$ cat src/rtl/spi_mem_master_if.sv
`default_nettype none
// ============================================================================
// spi_mem_master_if : control handshake and SPI pins of the SPI memory master
// Rev 1.0
// ============================================================================
interface spi_mem_master_if #(
   parameter int ADDR_W = 7,
   parameter int DATA_W = 8
);
   logic              start;
   logic              rw;
   logic [ADDR_W-1:0] addr;
   logic [DATA_W-1:0] wdata;
   logic              busy;
   logic              done;
   logic [DATA_W-1:0] rdata;
   logic              sclk;
   logic              cs;
   logic              mosi;
   logic              miso;

   // master: on-chip controller plus the memory board; slave: the SPI initiator block
   modport master (
      output start, rw, addr, wdata, miso,
      input  busy, done, rdata, sclk, cs, mosi
   );

   modport slave (
      input  start, rw, addr, wdata, miso,
      output busy, done, rdata, sclk, cs, mosi
   );
endinterface
`default_nettype wire

$ cat src/rtl/spi_mem_master.sv
`default_nettype none
// ============================================================================
// spi_mem_master : mode-0 SPI initiator for single-byte reads/writes of the lab SPI memory
// Rev 1.0
// ============================================================================
module spi_mem_master #(
   parameter int CLKDIV = 4,
   parameter int ADDR_W = 7,
   parameter int DATA_W = 8
) (
   input  wire logic       clk,
   input  wire logic       reset,
   spi_mem_master_if.slave bus
);
   localparam int c_frame_w = ADDR_W + 1 + DATA_W;
   localparam int c_hp_w    = (CLKDIV > 1) ? $clog2(CLKDIV) : 1;
   localparam int c_bit_w   = $clog2(c_frame_w + 1);
   localparam logic [c_hp_w-1:0]  c_hp_last = c_hp_w'(CLKDIV - 1);
   localparam logic [c_bit_w-1:0] c_bits    = c_bit_w'(c_frame_w);

   typedef enum logic [1:0] {
      IDLE = 2'd0,
      LOW  = 2'd1,
      HIGH = 2'd2,
      HOLD = 2'd3
   } state_t;

   state_t               r_state;
   logic [c_frame_w-1:0] r_frame;
   logic [DATA_W-1:0]    r_rx;
   logic [DATA_W-1:0]    r_rdata;
   logic [c_hp_w-1:0]    r_hp;
   logic [c_bit_w-1:0]   r_bits;
   logic                 r_rw;
   logic                 r_busy;
   logic                 r_done;
   logic                 r_sclk;
   logic                 r_cs;
   logic                 r_mosi;
   logic                 w_hp_end;

   assign w_hp_end = (r_hp == c_hp_last);

   always_ff @(posedge clk) begin
      if (reset) begin
         r_state <= IDLE;
         r_frame <= '0;
         r_rx    <= '0;
         r_rdata <= '0;
         r_hp    <= '0;
         r_bits  <= '0;
         r_rw    <= 1'b0;
         r_busy  <= 1'b0;
         r_done  <= 1'b0;
         r_sclk  <= 1'b0;
         r_cs    <= 1'b1;
         r_mosi  <= 1'b0;
      end else begin
         r_done <= 1'b0;
         case (r_state)
            IDLE: begin
               if (bus.start) begin
                  r_frame <= {bus.addr, bus.rw, bus.rw ? {DATA_W{1'b0}} : bus.wdata};
                  r_rw    <= bus.rw;
                  r_bits  <= c_bits;
                  r_hp    <= '0;
                  r_busy  <= 1'b1;
                  r_cs    <= 1'b0;
                  r_mosi  <= bus.addr[ADDR_W-1];
                  r_state <= LOW;
               end
            end
            LOW: begin
               if (w_hp_end) begin
                  r_hp    <= '0;
                  r_sclk  <= 1'b1;
                  r_state <= HIGH;
               end else begin
                  r_hp <= r_hp + 1'b1;
               end
            end
            HIGH: begin
               if (w_hp_end) begin
                  // miso has been stable since the previous falling edge
                  r_hp    <= '0;
                  r_sclk  <= 1'b0;
                  r_rx    <= {r_rx[DATA_W-2:0], bus.miso};
                  r_frame <= {r_frame[c_frame_w-2:0], 1'b0};
                  r_bits  <= r_bits - 1'b1;
                  if (r_bits == c_bit_w'(1)) begin
                     r_mosi  <= 1'b0;
                     r_state <= HOLD;
                  end else begin
                     r_mosi  <= r_frame[c_frame_w-2];
                     r_state <= LOW;
                  end
               end else begin
                  r_hp <= r_hp + 1'b1;
               end
            end
            HOLD: begin
               if (w_hp_end) begin
                  r_hp    <= '0;
                  r_busy  <= 1'b0;
                  r_cs    <= 1'b1;
                  r_done  <= 1'b1;
                  r_state <= IDLE;
                  if (r_rw) begin
                     r_rdata <= r_rx;
                  end
               end else begin
                  r_hp <= r_hp + 1'b1;
               end
            end
            default: r_state <= IDLE;
         endcase
      end
   end

   assign bus.busy  = r_busy;
   assign bus.done  = r_done;
   assign bus.rdata = r_rdata;
   assign bus.sclk  = r_sclk;
   assign bus.cs    = r_cs;
   assign bus.mosi  = r_mosi;
endmodule
`default_nettype wire

$ cat src/flat_wrapper.sv
// flat-port wrapper written by rule: the top's interface ports become plain ports
module spi_mem_master_flat 
#(
   parameter int CLKDIV = 4,
   parameter int ADDR_W = 7,
   parameter int DATA_W = 8
)
  (clk, reset, bus_start, bus_rw, bus_addr, bus_wdata, bus_miso, bus_busy, bus_done, bus_rdata, bus_sclk, bus_cs, bus_mosi);
  spi_mem_master_if #(.ADDR_W(ADDR_W), .DATA_W(DATA_W)) bus_i ();
  input  wire logic clk;
  input  wire logic reset;
  input wire logic [$bits(bus_i.start)-1:0] bus_start;
  input wire logic [$bits(bus_i.rw)-1:0] bus_rw;
  input wire logic [$bits(bus_i.addr)-1:0] bus_addr;
  input wire logic [$bits(bus_i.wdata)-1:0] bus_wdata;
  input wire logic [$bits(bus_i.miso)-1:0] bus_miso;
  output wire logic [$bits(bus_i.busy)-1:0] bus_busy;
  output wire logic [$bits(bus_i.done)-1:0] bus_done;
  output wire logic [$bits(bus_i.rdata)-1:0] bus_rdata;
  output wire logic [$bits(bus_i.sclk)-1:0] bus_sclk;
  output wire logic [$bits(bus_i.cs)-1:0] bus_cs;
  output wire logic [$bits(bus_i.mosi)-1:0] bus_mosi;
  assign bus_i.start = bus_start;
  assign bus_i.rw = bus_rw;
  assign bus_i.addr = bus_addr;
  assign bus_i.wdata = bus_wdata;
  assign bus_i.miso = bus_miso;
  assign bus_busy = bus_i.busy;
  assign bus_done = bus_i.done;
  assign bus_rdata = bus_i.rdata;
  assign bus_sclk = bus_i.sclk;
  assign bus_cs = bus_i.cs;
  assign bus_mosi = bus_i.mosi;
  spi_mem_master #(.CLKDIV(CLKDIV), .ADDR_W(ADDR_W), .DATA_W(DATA_W)) u_core (.clk(clk), .reset(reset), .bus(bus_i));
endmodule
$ cat config.mk
export PLATFORM = sky130hd
export DESIGN_NAME = spi_mem_master_flat
export DESIGN_NICKNAME = d
export VERILOG_FILES = /design/src/rtl/spi_mem_master_if.sv /design/src/rtl/spi_mem_master.sv /design/src/flat_wrapper.sv
export SDC_FILE = /design/constraint.sdc
export NUM_CORES = 1
export LEC_CHECK = 0
export BUFFER_PORTS_ARGS = -buffer_cell sky130_fd_sc_hd__clkbuf_2
export CORE_UTILIZATION = 60
export CTS_CLUSTER_DIAMETER = 150
export DETAILED_ROUTE_END_ITERATION = 10
export GPL_ROUTABILITY_DRIVEN = 1
export PLACE_DENSITY = 0.81
export SYNTH_ARGS = -nofsm -noshare
export SYNTH_HDL_FRONTEND = slang
export SYNTH_SLANG_ARGS = --single-unit
$ cat constraint.sdc
create_clock -name clk -period 3 [get_ports clk]
set_clock_uncertainty 0.1 [all_clocks]
set_input_delay 0.3 -clock clk [delete_from_list [all_inputs] [get_ports clk]]
set_output_delay 0.3 -clock clk [all_outputs]
set_load 0.02 [all_outputs]
Yosys cells after proc, flatten, opt, wreduce, memory -nomap -nowiden
Index checks and enable logic that the tools add are counted.

ROM bits: 0. Flip-flop bits (word level): 46. Logic and storage cells: 65. RAM bits: 0. Latch bits: 0. Memories kept: 0. Output and inout bits: 13.

Multipliers: 0. Equality and inequality tests: 9. $lt $le $gt $ge: 0. Add/sub/neg operators: 2. Bitwise gates (word level): 1. Multiplexer cells: 28. Reductions and logical operators: 13. Shifts and indexed selects: 0. Div/mod/pow operators: 0.

Operators by type and width (number): 15-bit 2-to-1 mux (2); 15-bit case mux with 2 select lines (1); 2-bit 2-to-1 mux (7); 3-bit AND reduction (4); 5-bit 2-to-1 mux (2); 5-bit case mux with 2 select lines (1); 1-bit 2-to-1 mux (8); 8-bit 2-to-1 mux (1); 1-bit case mux with 2 select lines (4); 2-bit case mux with 4 select lines (1); 2-bit == test, second input constant (3); 2-bit by 1-bit != test with 1-bit output, second input constant (3); 2-bit nonzero test (3); 5-bit by 1-bit == test with 1-bit output, second input constant (1); 5-bit by 1-bit subtractor with 5-bit output, second input constant (1); 2-bit case mux with 2 select lines (1); 2-bit AND reduction (2); 4-bit AND reduction (1); 3-bit OR reduction (1); 2-bit by 1-bit adder with 2-bit output, second input constant (1); 2-bit by 1-bit == test with 1-bit output, second input constant (1); 2-bit zero test (1); 2-bit != test, second input constant (1); 2-bit OR reduction (1); 1-bit inverter (1).

Depth between registers and ports, before layout
Gate-level depths: netlist of run 1.

Depth in word-level cells: 4. Gate-level depth with buffers: 6. Gate-level depth less buffers: 5.

Worst setup path before layout of run 1
Ideal clock, no wire load.

Path kind: reg-to-reg. From: register u_core.r_bits[0]. To: register u_core.r_bits[4]. Cell stages (with the launch flop): 6. Setup time: 0.074 ns. Path slack: 1.436 ns. Period minus slack after synthesis: 1.564 ns. Data arrival time: 1.389 ns. Buffers on the path: 0. Cell sequence: dfxtp_1 > inv_1 > ha_1 > or4b_1 > or3_1 > a31oi_1.

Cells in the longest elaborated chain, start to end: 3.

Ends and longest elaborated chain: start: declaration (line spi_mem_master.sv:33) `logic [c_bit_w-1:0] r_bits;`; start signal: assignment (line spi_mem_master.sv:65) `r_bits <= c_bits;`; start signal: assignment (line spi_mem_master.sv:89) `r_bits <= r_bits - 1'b1;`; 5-bit by 1-bit subtractor with 5-bit output (line spi_mem_master.sv:89); 5-bit 2-to-1 mux (line spi_mem_master.sv:83) `if (w_hp_end) begin`; 5-bit case mux with 2 select lines (line spi_mem_master.sv:60) `case (r_state)`.

Every way passes these cells. The select of a mux whose other input is x is not followed. A chain may end at the register's enable or synchronous reset.

Worst setup path after layout of run 1
From: register u_core.r_state[1]. To: register u_core.r_bits[1].

Cells in the longest elaborated chain, start to end: 3.

Ends and longest elaborated chain: start: declaration (line spi_mem_master.sv:28) `state_t r_state;`; start signal: assignment (line spi_mem_master.sv:46) `r_state <= IDLE;`; start signal: assignment (line spi_mem_master.sv:70) `r_state <= LOW;`; start signal: assignment (line spi_mem_master.sv:77) `r_state <= HIGH;`; 2-bit == test or 2-bit zero test (tied branches) (line spi_mem_master.sv:60); 2-bit by 1-bit != test with 1-bit output (no line), or another cell as far along; 3-bit AND reduction (no line).

Parallel ways exist; a longest one is shown, timed or not.

==> reports/qor.yml, run 1 <==
core_area_um2: 3180
antenna_found_initial: 0
start_util_pct: 65.3
end_kind: "register"
ys_ff_latch: 46
synth_nets: 248
p_leak_nw: 1.02
fp.dieW_um: 60.8
ys_top_cells_by_area: "dfxtp_1 (44%), mux2i_1 (12%), a21oi_1 (8.4%)"
final_common_cell: "dfxtp_1"
slew_viol_final: 0
pwr-share-comb_pct: 10.8
fin_nets: 266
max-vdd-ir-drop_mv: 0.352
drc: 0
synthCells: 225
overflow: 0
clock_path_buffers: 2
routed-via-count: 1636
finalPower_mw: 1.08
min_period_over_period_pct: 75.3
maxSlewHeadroom_pct: 39.9
power_density_nw_per_um2: 484
first_iter_violations: 88
io_pins: 33
detailed_place_hpwl_um: 2470
drv_cap: 0
cts_tree: "done"
cts-root-buf: "clkbuf_4"
grt_setup_unrepaired: "no"
syn_area_per_cell_um2: 9.23
hold_class: "primary input to register"
swShare_pct: 25.9
setup_tns_ps: 0
path_clk_slew_ps: 130
r2r-start: "u_core.r_state[1]"
yosysUniqueCellTypes: 33
grt_max_degree: 46
port_buffers: 32
status: "finished, final reports clean"
critical_path_peak_fanout: 16
insertion_delay_ps: 350
wl_um: 3790
cts_htree_levels: 2
finalSetupViolations: 0
min_period_ps: 2260
areaGrowthSynthToFinish_pct: 7.84
cts_resized: 0
cp.required_ps: 3180
cts_setup_buffers: 0
synth.yosys.seq_area_share_pct: 44.4
async_flop_share_pct: 0
grt_pass1_vias: 1468
synth-main-ff-cell: "dfxtp_1"
synth_top_area_share_pct: 44.4
cts_hold_buf: 0
netSwitchingPower_mw: 0.281
synth_edf_count: 0
grt_pass1_wl_um: 6220
placed_cells: 280
final_antenna_net_count: 0
die_area_um2: 3700
synth_top_area_cell: "dfxtp_1"
ys_warn_count: 0
p_clk_share_pct: 28.3
rows: 20
critical_path_class: "register to register"
worstSetupStartpoint: "u_core.r_state[1]"
hold_viol: 0
cts_inserted_buffers: 5
firstDrtPassIters: 4
crit_chain: "nand2b_1 > or4_1 > a21oi_1"
clock.fmax_ghz: 0.443
layout_common_cells: "dfxtp_1 (46), a21oi_1 (35), clkbuf_2 (32)"
grt.total_usage_pct: 22.6
wire_per_inst_um: 13.1
placed_area_um2: 2170
seqPwrFrac_pct: 60.9
syn_area_um2: 2080
critical_path.max_stage_delay_ps: 670
worstPathArrival_ps: 2440
vias_per_cell: 5.68
worst_pin_slew_ps: 901
stdcell_count: 288
gp_congestion: 0.704
final_cell_area_um2: 2240
drive_gt1_share_pct: 17.6
n_antenna_cell: 0
die_h_um: 60.8
clkSinkCount: 46
slowest_stage: "dfxtp_1"
hold_start: "bus_addr[6]"
final_util_pct: 70.4
start_kind: "register"
p_int_mw: 0.803
-- worst max-delay path, delay by kind of cell, from the launching register on --
kind	cells	cell delay (ps)
AO/OA/AOI/OAI	1	140
flip-flops	1	670
AND/OR/NAND/NOR	2	1270
-- flip-flops by register name, summed over array words and instances (netlist names) --
| register | cells |
|---|---|
| u_core.r_rx | 8 |
| u_core.bus.done | 1 |
| u_core.r_rw | 1 |
| u_core.bus.mosi | 1 |
| u_core.r_hp | 2 |
| u_core.bus.busy | 1 |
| u_core.bus.cs | 1 |
| u_core.r_state | 2 |
| u_core.r_frame | 15 |
| u_core.r_bits | 5 |
| u_core.bus.rdata | 8 |
| u_core.bus.sclk | 1 |
-- layer usage --
| metal | up-vias | routed length [µm] | global-route usage [%] |
|---|---|---|---|
| li1 | 842 | - | - |
| met3 | 5 | 94 | 5.12 |
| met4 | 0 | 36 | 8.77 |
| met5 | - | 0 | 0 |
| met2 | 16 | 1820 | 37.8 |
| met1 | 773 | 1840 | 28.3 |
-- area by class of cell --
| cell class | count | area (µm²) |
|---|---|---|
| Tap cell | 44 | 55.1 |
| Inverter | 5 | 18.8 |
| Clock buffer | 6 | 51.3 |
| Fill cell | 286 | 940 |
| Timing Repair Buffer | 32 | 160 |
| Sequential cell | 46 | 921 |
| Multi-Input combinational cell | 153 | 1020 |
| Clock inverter | 2 | 12.5 |
-- power groups by stage --
stage	Sequential [mW]	Combinational, mW	Clock [mW]
after global routing	0.664	0.132	0.341
final	0.660	0.117	0.307
after detailed placement	0.673	0.117	0
after floorplan	0.671	0.0885	0
after global placement	0.673	0.114	0
after CTS	0.660	0.117	0.314
-- worst paths after layout --
| path | end | slack, ps | cells past startpoint |
|---|---|---|---|
| worst max-delay path | u_core.r_bits[1] | 740 | 3 |
| worst min-delay path | u_core.bus.mosi | 60 | 3 |
| worst max register to register | u_core.r_bits[1] | 740 | 3 |
| worst min register to register | u_core.bus.rdata[7] | 360 | 2 |
-- through the flow --
stage                     hold slack, ps  worst slack (ps)
after floorplan                      332              1440
after global placement               343               806
after detailed placement             349               792
after CTS                           50.2               760
after global routing                44.9               535
final                               64.8               742
-- Yosys cell counts, drive strengths merged (2+ instances only) --
| master | count |
|---|---|
| nor2b | 7 |
| or3 | 3 |
| or4b | 2 |
| nor3b | 2 |
| clkbuf | 9 |
| o21ai | 5 |
| mux2 | 2 |
| a311oi | 15 |
| nand2 | 20 |
| buf | 12 |
| dfxtp | 46 |
| nor2 | 12 |
| a21oi | 35 |
| nand3b | 4 |
| inv | 5 |
| mux2i | 24 |
| nand2b | 4 |
| o31ai | 2 |
| ha | 3 |
| or4 | 3 |
-- kinds of logic after synthesis --
| family | count (synthesis) | synth area share (%) |
|---|---|---|
| AO/OA/AOI/OAI | 63 | 19.0 |
| adder cells (fa/ha/maj) | 3 | 1.81 |
| buffers and inverters | 26 | 6.51 |
| flip-flops | 46 | 44.4 |
| multiplexers | 26 | 12.8 |
| AND/OR/NAND/NOR | 61 | 15.5 |
Note: power is estimated with default switching activity, not from simulation.
==> run 2: changes to the inputs <==
- CORE_UTILIZATION: 60 -> 50
- PLACE_DENSITY: 0.81 -> 0.72
- clock period: 3 -> 1.81 ns (I/O delays scaled with it)
==> run 2 against run 1 <==
Effect of this change: clock power grew to 2.5 times the previous value; routed wire length grew 7.6%; critical endpoint is now u_core.bus.mosi; highest routed layer unchanged; via count grew 3.2%; global-route usage shrank 3.4 points; sequential share of layout area shrank 3.6 points; final area grew 9.6%.
==> reports/qor.yml, run 2 (same netlist as run 1, synthesis figures left out) <==
cts_htree_levels: 2  # unchanged
wl_um: 4070  # was 3790 µm
crit_chain: "ha_1 > or4b_1 > a311oi_1 > a211oi_1"  # was nand2b_1 > or4_1 > a21oi_1
wire_per_inst_um: 13.3  # was 13.1 µm
max-vdd-ir-drop_mv: 0.493  # was 0.352 mV
hold_class: "primary input to register"  # unchanged
path_clk_slew_ps: 90  # was 130 ps
io_pins: 33  # unchanged
final_common_cell: "dfxtp_1"  # unchanged
n_antenna_cell: 0  # unchanged
whs_path_depth: 3  # unchanged
first_iter_violations: 95  # was 88
drc: 0  # unchanged
finalSetupViolations: 0  # unchanged
vias_per_cell: 5.50  # was 5.68
min_period_over_period_pct: 95.5  # was 75.3%
regMostFlops: "u_core.r_frame"  # unchanged
r2r-start: "u_core.r_bits[0]"  # was u_core.r_state[1]
stdcell_count: 307  # was 288
grt_pass1_vias: 1475  # was 1468
detailed_place_hpwl_um: 2620  # was 2470 µm
grt.total_usage_pct: 19.2  # was 22.6%
fp.dieW_um: 66.4  # was 60.8 µm
cts_setup_buffers: 0  # unchanged
hold_viol: 0  # unchanged
critical_path.max_stage_delay_ps: 490  # was 670 ps
slew_viol_final: 0  # unchanged
critPathTopFamily: "simple AND/OR/NAND/NOR gates"  # unchanged
start_kind: "register"  # unchanged
largest_reg_flops: 15  # unchanged
cp.required_ps: 1890  # was 3180 ps
r2r_slack_ps: 80  # was 740 ps
start_util_pct: 51.9  # was 65.3%
insertion_delay_ps: 300  # was 350 ps
placed_area_um2: 2310  # was 2170 µm²
critical_path_class: "register to register"  # unchanged
end_kind: "register"  # unchanged
final_cell_area_um2: 2450  # was 2240 µm²
cts-root-buf: "clkbuf_8"  # was clkbuf_4
holdWs_ps: 12.3  # was 64.8 ps
firstDrtPassIters: 4  # unchanged
grt_setup_unrepaired: "no"  # unchanged
critical_path_peak_fanout: 4  # was 16
gp_congestion: 0.777  # was 0.704
antenna_found_initial: 0  # unchanged
power_density_nw_per_um2: 849  # was 484 nW/µm²
dp_slack_ps: 101  # was 792 ps
clock_path_buffers: 2  # unchanged
r2r_end: "u_core.bus.mosi"  # was u_core.r_bits[1]
slowest_stage: "or4b_1"  # was dfxtp_1
core_area_um2: 4000  # was 3180 µm²
layout_common_cells: "dfxtp_1 (45), a21oi_1 (35), clkbuf_2 (32)"  # was dfxtp_1 (46), a21oi_1 (35), clkbuf_2 (32)
min_period_ps: 1730  # was 2260 ps
grt_max_degree: 33  # was 46
grt_pass1_wl_um: 6540  # was 6220 µm
worstPathArrival_ps: 1810  # was 2440 ps
reg2regPathDepth: 4  # was 3
min_to: "u_core.r_rx[0]"  # was u_core.bus.mosi
final_antenna_net_count: 0  # unchanged
routed-via-count: 1689  # was 1636
fin_nets: 279  # was 266
cp_num_cells: 4  # was 3
cts_inserted_buffers: 5  # unchanged
overflow: 0  # unchanged
maxSlewHeadroom_pct: 77.8  # was 39.9%
p_leak_nw: 1.12  # was 1.02 nW
status: "finished, final reports clean"  # unchanged
clkSinkCount: 46  # unchanged
hold_start: "bus_miso"  # was bus_addr[6]
die_area_um2: 4410  # was 3700 µm²
setup_slack_ps: 82.1  # was 742 ps
drv_cap: 0  # unchanged
drive_gt1_share_pct: 22.2  # was 17.6%
rows: 23  # was 20
cts_tree: "done"  # unchanged
areaGrowthSynthToFinish_pct: 18.2  # was 7.84%
port_buffers: 32  # unchanged
setup_tns_ps: 0  # unchanged
clock.fmax_ghz: 0.579  # was 0.443 GHz
worst_pin_slew_ps: 331  # was 901 ps
worst-path-buf-inv: 0  # unchanged
placed_cells: 297  # was 280
die_h_um: 66.4  # was 60.8 µm
run 2: cell count changes in the layout (fill, tap and decap cells not counted), moves of 4 or more:
cell	delta
clkbuf_4	-5
buf_4	+7
clkbuf_8	+4
buf_12	+4
run 2: worst max path at each step:
stage                       endpoint              from
floorplan           u_core.r_bits[4]  u_core.r_bits[0]
global placement     u_core.bus.mosi  u_core.r_bits[1]
detailed placement   u_core.bus.mosi  u_core.r_bits[1]
CTS                  u_core.bus.mosi  u_core.r_bits[1]
global route         u_core.bus.mosi  u_core.r_bits[1]
finish               u_core.bus.mosi  u_core.r_bits[0]
run 2: metrics by stage:
stage,total power [mW],utilization (%)
detailed placement,1.33,57.9
global route,2.18,61.3
finish,2.08,61.3
global placement,1.33,57.9
floorplan,1.26,-
CTS,2.10,61.0
run 2: report_power, final:
part	switching (mW)	internal, mW
Sequential	0.0269	1.06
Clock	0.361	0.411
Combinational	0.122	0.106
run 2: worst reg2reg max path, cell delays in order (launching register included):
cell      delay (ps)
dfxtp_1          390
ha_1             170
or4b_1           490
a311oi_1         350
a211oi_1         120
run 2: cell type report:
class                           instances  area [µm²]
Fill cell                             351        1550
Multi-Input combinational cell        154        1030
Sequential cell                        46         922
Timing Repair Buffer                   44         303
Clock buffer                            5        68.8
Tap cell                               50        62.6
Clock inverter                          3        45.0
Inverter                                5        18.8
run 2: timing repair:
action	in CTS	in global routing
gates resized for setup	0	2
hold endpoints to repair	1	0
setup endpoints to repair	0	3
hold buffers	1	0
run 2: routing by layer:
| metal | GRT usage [%] | vias up | share of wire [%] |
|---|---|---|---|
| met5 | 0 | - | 0 |
| li1 | - | 873 | - |
| met4 | 6.38 | 0 | 1.1 |
| met3 | 4.31 | 5 | 2.9 |
| met1 | 25.7 | 783 | 52 |
| met2 | 30.2 | 28 | 44 |
==> run 3: changes to the inputs <==
- CORE_UTILIZATION: 50 -> 45
- PLACE_DENSITY: 0.72 -> 0.65
==> run 3 against run 2 <==
Effect of this change: clock power decreased by 9.7%; clock-buffer cell count increased by 2; sequential share of layout area increased by 0.89 points; sequential cell count unchanged; critical path depth increased by 1; hold slack improved by 3.2 ps; core utilization decreased by 6.7 points; global-route usage decreased by 2.0 points; register-to-register slack improved by 50 ps; power decreased by 4.0%; combinational power decreased by 6%.
==> reports/qor.yml, run 3 (same netlist as run 1, synthesis figures left out) <==
antenna_found_initial: 0  # unchanged
slew_viol_final: 0  # unchanged
cts_htree_levels: 2  # unchanged
firstDrtPassIters: 4  # unchanged
grt_pass1_vias: 1461  # was 1475
hold_class: "primary input to register"  # unchanged
die_h_um: 69.9  # was 66.4 µm
fp.dieW_um: 69.9  # was 66.4 µm
drive_gt1_share_pct: 21.3  # was 22.2%
fin_nets: 276  # was 279
finalSetupViolations: 0  # unchanged
first_iter_violations: 76  # was 95
grt_pass1_wl_um: 6730  # was 6540 µm
n_antenna_cell: 0  # unchanged
cts_inserted_buffers: 5  # unchanged
cts_hold_buf: 0  # was 1
cts-root-buf: "clkbuf_8"  # unchanged
detailed_place_hpwl_um: 2680  # was 2620 µm
num-fill-cells: 415  # was 351
min_period_over_period_pct: 92.4  # was 95.5%
start_kind: "register"  # unchanged
hold_viol: 0  # unchanged
clock_path_buffers: 2  # unchanged
critical_path_class: "register to register"  # unchanged
grt.total_usage_pct: 17.2  # was 19.2%
regMostFlops: "u_core.r_frame"  # unchanged
clock.fmax_ghz: 0.598  # was 0.579 GHz
setup_tns_ps: 0  # unchanged
largest_reg_flops: 15  # unchanged
power_density_nw_per_um2: 836  # was 849 nW/µm²
overflow: 0  # unchanged
final_antenna_net_count: 0  # unchanged
regArea_um2: 921  # was 922 µm²
status: "finished, final reports clean"  # unchanged
drv_cap: 0  # unchanged
vias_per_cell: 5.36  # was 5.50
wire_per_inst_um: 12.7  # was 13.3 µm
max-vdd-ir-drop_mv: 0.584  # was 0.493 mV
grt_setup_unrepaired: "no"  # unchanged
end_kind: "register"  # unchanged
port_buffers: 32  # unchanged
routed-via-count: 1639  # was 1689
hold_start: "bus_miso"  # unchanged
cts_tree: "done"  # unchanged
r2r-start: "u_core.r_bits[0]"  # unchanged
areaGrowthSynthToFinish_pct: 15.3  # was 18.2%
io_pins: 33  # unchanged
gp_congestion: 0.807  # was 0.777
p_leak_nw: 1.10  # was 1.12 nW
path_clk_slew_ps: 90  # about the same
worstPathArrival_ps: 1800  # was 1810 ps
min_period_ps: 1670  # was 1730 ps
cts_setup_buffers: 0  # unchanged
wl_um: 3870  # was 4070 µm
die_area_um2: 4890  # was 4410 µm²
maxSlewHeadroom_pct: 65.9  # was 77.8%
setup_slack_ps: 137  # was 82.1 ps
holdWs_ps: 15.6  # was 12.3 ps
dp_slack_ps: 151  # was 101 ps
rows: 24  # was 23
multi_input_area_um2: 1020  # was 1030 µm²
worst_pin_slew_ps: 502  # was 331 ps
start_util_pct: 47.3  # was 51.9%
critical_path_peak_fanout: 4  # unchanged
grt_max_degree: 35  # was 33
drc: 0  # unchanged
final_common_cell: "dfxtp_1"  # unchanged
worstSetupStartpoint: "u_core.r_bits[0]"  # unchanged
insertion_delay_ps: 300  # about the same
core_area_um2: 4380  # was 4000 µm²
cp.required_ps: 1930  # was 1890 ps
final_util_pct: 54.6  # was 61.3%
layout_common_cells: "dfxtp_1 (46), a21oi_1 (35), clkbuf_2 (32)"  # was dfxtp_1 (45), a21oi_1 (35), clkbuf_2 (32)
clkSinkCount: 46  # unchanged
-- run 3: where the power goes --
group          internal, mW  switching, mW
clock network         0.350          0.346
registers              1.06         0.0321
logic                 0.102          0.114
total                  1.51          0.492
-- run 3: what timing repair did --
action	4_1_cts	5_1_grt
setup endpoints to repair	0	3
resized for setup	0	1
hold endpoints to repair	0	0
-- run 3: routing by layer --
| layer | global-route usage, % | vias up | share of wire (%) |
|---|---|---|---|
| met2 | 25.6 | 22 | 44 |
| met3 | 4.76 | 5 | 3.2 |
| met4 | 6.00 | 0 | 1.4 |
| met1 | 23.9 | 750 | 52 |
| li1 | - | 862 | - |
| met5 | 0 | - | 0 |
-- run 3: worst paths after layout --
kind	slack (ps)	depth (start not counted)	end
min reg2reg	360	2	u_core.bus.rdata[0]
min	20	3	u_core.r_rx[0]
max	140	5	u_core.r_bits[4]
max reg2reg	140	5	u_core.r_bits[4]
-- run 3: worst max-delay path, cell delays in order, from the launching register on --
cell and delay (ps):
dfxtp_1 340, inv_1 80, ha_1 160, or4b_1 440
or3_1 310, a31oi_1 160
-- run 3: layout make-up --
cell class | instances | area share [%]
Multi-Input combinational cell | 153 | 42.8
Sequential cell | 46 | 38.5
Timing Repair Buffer | 42 | 10.9
Clock buffer | 7 | 4.03
Tap cell | 52 | 2.72
Inverter | 5 | 0.784
Clock inverter | 1 | 0.366
-- run 3: through the flow --
stage	power [mW]	instance area, µm²	cells
final	2.00	2390	306
after global routing	2.09	2390	306
after CTS	2.02	2390	306
after detailed placement	1.33	2280	298
after global placement	1.32	2280	298
after floorplan	1.26	2080	225
